### src/rtl/cla_div_pkg.sv
// Shared definitions for the cla_div restoring divider: FSM state encodings
// and the step-counter width derived from the operand width.
package cla_div_pkg;

  typedef enum logic [1:0] {
    IDLE = 2'd0,
    RUN  = 2'd1,
    DONE = 2'd2
  } state_t;

  function automatic int cnt_w(input int width);
    return (width <= 2) ? 1 : $clog2(width);
  endfunction

endpackage

### src/rtl/cla_div_sub.sv
// (N)-bit subtractor a + ~b + 1 built from 4-bit carry-lookahead groups,
// rippling the carry between groups. cout=1 means no borrow.
module cla_sub #(
  parameter int N = 9
) (
  input  logic [N-1:0] a,
  input  logic [N-1:0] b,
  output logic [N-1:0] diff,
  output logic         cout
);

  // Padding always adds at least one bit so the group count covers bit N.
  localparam int PW = 4 * (N / 4 + 1);
  localparam int NG = PW / 4;

  logic [N-1:0]  b_inv;
  logic [PW-1:0] ap, bp, g, p;
  logic [PW:0]   c;
  logic          unused_hi;

  assign b_inv = ~b;
  assign ap    = {{(PW-N){1'b0}}, a};
  assign bp    = {{(PW-N){1'b0}}, b_inv};
  assign g     = ap & bp;
  assign p     = ap ^ bp;
  assign c[0]  = 1'b1;

  for (genvar k = 0; k < NG; k++) begin : g_grp
    localparam int B = 4 * k;
    assign c[B+1] = g[B] | (p[B] & c[B]);
    assign c[B+2] = g[B+1] | (p[B+1] & g[B]) | (p[B+1] & p[B] & c[B]);
    assign c[B+3] = g[B+2] | (p[B+2] & g[B+1]) | (p[B+2] & p[B+1] & g[B])
                  | (p[B+2] & p[B+1] & p[B] & c[B]);
    assign c[B+4] = g[B+3] | (p[B+3] & g[B+2]) | (p[B+3] & p[B+2] & g[B+1])
                  | (p[B+3] & p[B+2] & p[B+1] & g[B])
                  | (p[B+3] & p[B+2] & p[B+1] & p[B] & c[B]);
  end

  assign diff      = p[N-1:0] ^ c[N-1:0];
  assign cout      = c[N];
  assign unused_hi = ^{c[PW:N+1], p[PW-1:N]};

endmodule

### src/rtl/cla_div.sv
// Sequential unsigned restoring divider, one quotient bit per clock.
// Optional macro CLA_DIV_ZERO_CHECK_EN short-circuits divide-by-zero.
module cla_div
  import cla_div_pkg::*;
#(
  parameter int WIDTH = 8
) (
  input  logic             clk,
  input  logic             reset_n,
  input  logic             start,
  input  logic [WIDTH-1:0] dividend,
  input  logic [WIDTH-1:0] divisor,
  output logic             busy,
  output logic             done,
  output logic [WIDTH-1:0] quotient,
  output logic [WIDTH-1:0] remainder,
  output logic             div_by_zero
);

  localparam int             CW   = cnt_w(WIDTH);
  localparam logic [CW-1:0]  LAST = CW'(WIDTH - 1);

  state_t           state, state_nxt;
  logic [WIDTH-1:0] q_reg, d_reg, q_next;
  logic [WIDTH:0]   r_reg, r_shift, r_next, diff;
  logic [CW-1:0]    cnt;
  logic             no_borrow, accept, zero_req, last_step, unused_r_msb;

  assign accept    = (state == IDLE) && start;
  assign last_step = (state == RUN) && (cnt == LAST);
  assign busy      = (state == RUN);
  assign done      = (state == DONE);

`ifdef CLA_DIV_ZERO_CHECK_EN
  assign zero_req = accept && (divisor == '0);
`else
  assign zero_req = 1'b0;
`endif

  // Shift the next dividend bit into the partial remainder, then trial-subtract.
  assign r_shift = {r_reg[WIDTH-1:0], q_reg[WIDTH-1]};

  cla_sub #(.N(WIDTH + 1)) u_sub (
    .a    (r_shift),
    .b    ({1'b0, d_reg}),
    .diff (diff),
    .cout (no_borrow)
  );

  assign q_next       = {q_reg[WIDTH-2:0], no_borrow};
  assign r_next       = no_borrow ? diff : r_shift;
  assign unused_r_msb = r_reg[WIDTH];

  always_ff @(posedge clk or negedge reset_n) begin
    if (!reset_n) state <= IDLE;
    else          state <= state_nxt;
  end

  always_comb begin
    state_nxt = state;
    case (state)
      IDLE:    if (accept) state_nxt = zero_req ? DONE : RUN;
      RUN:     if (last_step) state_nxt = DONE;
      DONE:    state_nxt = IDLE;
      default: state_nxt = IDLE;
    endcase
  end

  always_ff @(posedge clk or negedge reset_n) begin
    if (!reset_n) begin
      q_reg <= '0;
      d_reg <= '0;
      r_reg <= '0;
      cnt   <= '0;
    end else if (accept) begin
      q_reg <= dividend;
      d_reg <= divisor;
      r_reg <= '0;
      cnt   <= '0;
    end else if (state == RUN) begin
      q_reg <= q_next;
      r_reg <= r_next;
      cnt   <= cnt + 1'b1;
    end
  end

  // Results capture the final step's next-state values directly.
  always_ff @(posedge clk or negedge reset_n) begin
    if (!reset_n) begin
      quotient  <= '0;
      remainder <= '0;
    end else if (last_step) begin
      quotient  <= q_next;
      remainder <= r_next[WIDTH-1:0];
    end
`ifdef CLA_DIV_ZERO_CHECK_EN
    else if (zero_req) begin
      quotient  <= '1;
      remainder <= dividend;
    end
`endif
  end

`ifdef CLA_DIV_ZERO_CHECK_EN
  logic dbz_q;

  always_ff @(posedge clk or negedge reset_n) begin
    if (!reset_n)    dbz_q <= 1'b0;
    else if (accept) dbz_q <= zero_req;
  end

  assign div_by_zero = dbz_q;
`else
  assign div_by_zero = 1'b0;
`endif

endmodule

### config.mk
export PLATFORM = sky130hd
export DESIGN_NAME = cla_div
export DESIGN_NICKNAME = d
export VERILOG_FILES = /design/src/rtl/cla_div_pkg.sv /design/src/rtl/cla_div_sub.sv /design/src/rtl/cla_div.sv
export SDC_FILE = /design/constraint.sdc
export NUM_CORES = 1
export LEC_CHECK = 0
export BUFFER_PORTS_ARGS = -buffer_cell sky130_fd_sc_hd__buf_2
export CAP_MARGIN = 20
export CORE_MARGIN = 3
export CORE_UTILIZATION = 45
export DETAILED_ROUTE_END_ITERATION = 8
export PLACE_DENSITY = 0.68
export REMOVE_ABC_BUFFERS = 1
export SYNTH_ARGS = -nofsm -noshare
export SYNTH_HDL_FRONTEND = slang
export SYNTH_SLANG_ARGS = --single-unit
### constraint.sdc
create_clock -name clk -period 4.7 [get_ports clk]
set_input_delay 0.94 -clock clk [delete_from_list [all_inputs] [get_ports clk]]
set_output_delay 0.94 -clock clk [all_outputs]
set_load 0.02 [all_outputs]
==> results.txt <==
critical path peak fanout - 22
post-detail-place hpwl - 2.77 mm
post-layout min period - 2.95 ns
H-Tree Level Count - 2
Yosys top cell by area - dfrtp_1
Skew-Pair Late Insertion Delay - 0.30 ns
number of synthesized flops with an enable pin - 0
Worst Setup Path Type - reg2out
die area - 0.00576 mm^2
ANT cells - 0
post-synth top area share - 51.3%
register area share after synthesis - 51.3%
Fillers - 400
minimum hold slack - 0.479 ns
Critical Path RT - 3.76 ns
RePlAce Congestion - 0.714
Sink Count - 45
final period utilization - 62.8%
max_slew headroom - 38.8%
post-CTS setup buffer count - 0
placed cells - 306
vias in the first global route - 1,664
final setup fails - 0
All-Layer GR Usage - 16.1%
Top-Level Pins - 38
GR Layer Usage met1 - 20.6%
maximum VDD drop - 0.000406 V
library cells used by synthesis - 40
Reg area - 0.00113 mm^2
Starting Density - 48.5%
final setup TNS - 0 ns
GRT met2 Usage - 27.1%
via count - 1,585
area of the multi-input gates - 978 um^2
Die W - 75.9 um
initial DRC count - 58
RSZ-0062 raised after global routing - no
CTS tree - yes
Leakage - 1.24 nW
core area - 0.00453 mm^2
CTS Buf Count - 5
M3 GR Usage - 3.03%
GRT overflow - 0
# resized after CTS - 0
Final Non-Filler Cells - 315
Root Buffer - clkbuf_8
Setup crit start kind - register
Seq cells post-synth - 45
cell area after synthesis - 0.00220 mm^2
Syn Inst Count - 214
Pre-antenna DRT Iters - 4
number of routed nets with antenna violations - 0
first-pass GRT wire length - 7.11 mm
share of cells above drive strength 1 - 24.4%
fin. max-slew vios - 0
worst hold path class - reg2reg
nets - 280
Max clock buf depth - 2
Synth Warn # - 0
syn_area_per_cell - 10.3 um^2
ys flop type - dfrtp_1
status - completed
largest net degree at the start of global routing - 46
fin area - 0.00258 mm^2
Most Used Layer, Global Route - met2
Clock transition at path regs - 0.09 ns
die height - 75.9 um
antenna violations before repair - 0
row count - 24
Max-cap violations - 0
clock skew - 0.00892 ns
Avg WL per Cell - 12.9 um
Fmax - 0.339 GHz
ys async rst share - 100%
Worst Path Arrival - 2.01 ns
dpl cell area - 0.00242 mm^2
hold buffers post-CTS - 0
Routed WL - 4.07 mm
Area Growth Syn to Fin - 17.4%
Worst Tran Pin Value - 0.916 ns
Final Hold Fails - 0
Crit. End Element - primary output
Synth area leaders - dfrtp_1 51%, nand2_1 8.2%, ha_1 6.3%
DRC viols - 0
DR vias/cell - 5.03
PD cells - 892 mW/mm^2
IO buf count - 36
==> report_power, final <==
group | switching, mW | total [mW] | leakage (nW) | internal (mW)
logic | 0.708 | 1.25 | 0.628 | 0.541
clock network | 0.136 | 0.350 | 0.0687 | 0.214
registers | 0.115 | 0.701 | 0.547 | 0.587
total | 0.958 | 2.30 | 1.24 | 1.34
==> final timing paths <==
| check | slack [ns] | cells after the start | from | endpoint |
|---|---|---|---|---|
| min in group asynchronous | 0.49 | 1 | reset_n | remainder[5] |
| max reg2reg | 1.95 | 4 | state[1] | quotient[6] |
| min | 0.48 | 2 | remainder[6] | remainder[6] |
| max | 1.75 | 3 | state[1] | busy |
| max in group asynchronous | 3.75 | 2 | reset_n | r_reg[1] |
| min reg2reg | 0.48 | 2 | remainder[6] | remainder[6] |
==> cells by family (layout without fill, tap and decap cells) <==
logic type | Yosys count | after routing | synth area share, %
compound gates | 54 | 54 | 16.7
xor+xnor | 4 | 4 | 1.59
fa+ha+maj | 12 | 12 | 7.18
buf+inv | 23 | 59 | 4.50
flops | 45 | 45 | 51.3
mux | 13 | 13 | 6.78
other cells | 1 | 1 | 0.171
simple gates | 62 | 62 | 11.8
==> cell type report <==
cell class | count | area share [%]
clock buffers | 5 | 2.67
clock inverters | 3 | 2.67
inverters | 13 | 1.89
multi-input cells | 146 | 37.9
flip-flops and latches | 45 | 43.6
well taps | 65 | 3.15
repair buffers | 38 | 8.05
==> synth_stat cells, drive strengths merged (2+ instances only) <==
| cell type | instances |
|---|---|
| inv | 13 |
| o22ai | 8 |
| clkbuf | 6 |
| mux2i | 4 |
| nor3 | 4 |
| o21a | 3 |
| a22oi | 7 |
| o21ai | 22 |
| buf | 4 |
| nand2b | 2 |
| dfrtp | 45 |
| nor2 | 3 |
| a21oi | 3 |
| mux2 | 9 |
| ha | 11 |
| xnor2 | 3 |
| nand2 | 48 |
| o211ai | 3 |
| nor2b | 2 |
==> routing by layer <==
layer	routed length (um)	part of all wire, %	vias up
met5	0	0	-
met4	34	0.83	0
met3	199	4.9	4
met2	1840	45	37
met1	1990	49	736
li1	-	-	808
==> cells in the final DEF, fill, tap and decap left out, drive strengths merged, types with 2 or more instances in the layout <==
cell type	netlist	final
buf	4	38
a21oi	3	3
xnor2	3	3
o22ai	8	8
o21a	3	3
nor2b	2	2
ha	11	11
bufinv	0	2
nand2	48	48
nor2	3	3
a22oi	7	7
mux2	9	9
o21ai	22	22
inv	13	14
dfrtp	45	45
o211ai	3	3
nand2b	2	2
mux2i	4	4
clkbuf	6	5
nor3	4	4
==> critical path, cell delays in order, from the launching register on <==
cell	delay, ns
dfrtp_1	0.41
nand2b_1	0.64
inv_1	0.39
buf_2	0.27
==> metrics by stage <==
stage,power (mW),util (%),setup slack [ns]
final,2.30,56.9,1.75
after global routing,2.51,56.9,1.62
after CTS,2.32,56.5,1.75
after detailed placement,1.96,53.4,1.96
after global placement,1.93,53.4,2.03
after floorplan,1.66,-,1.94
(Power assumes the default switching activity.)
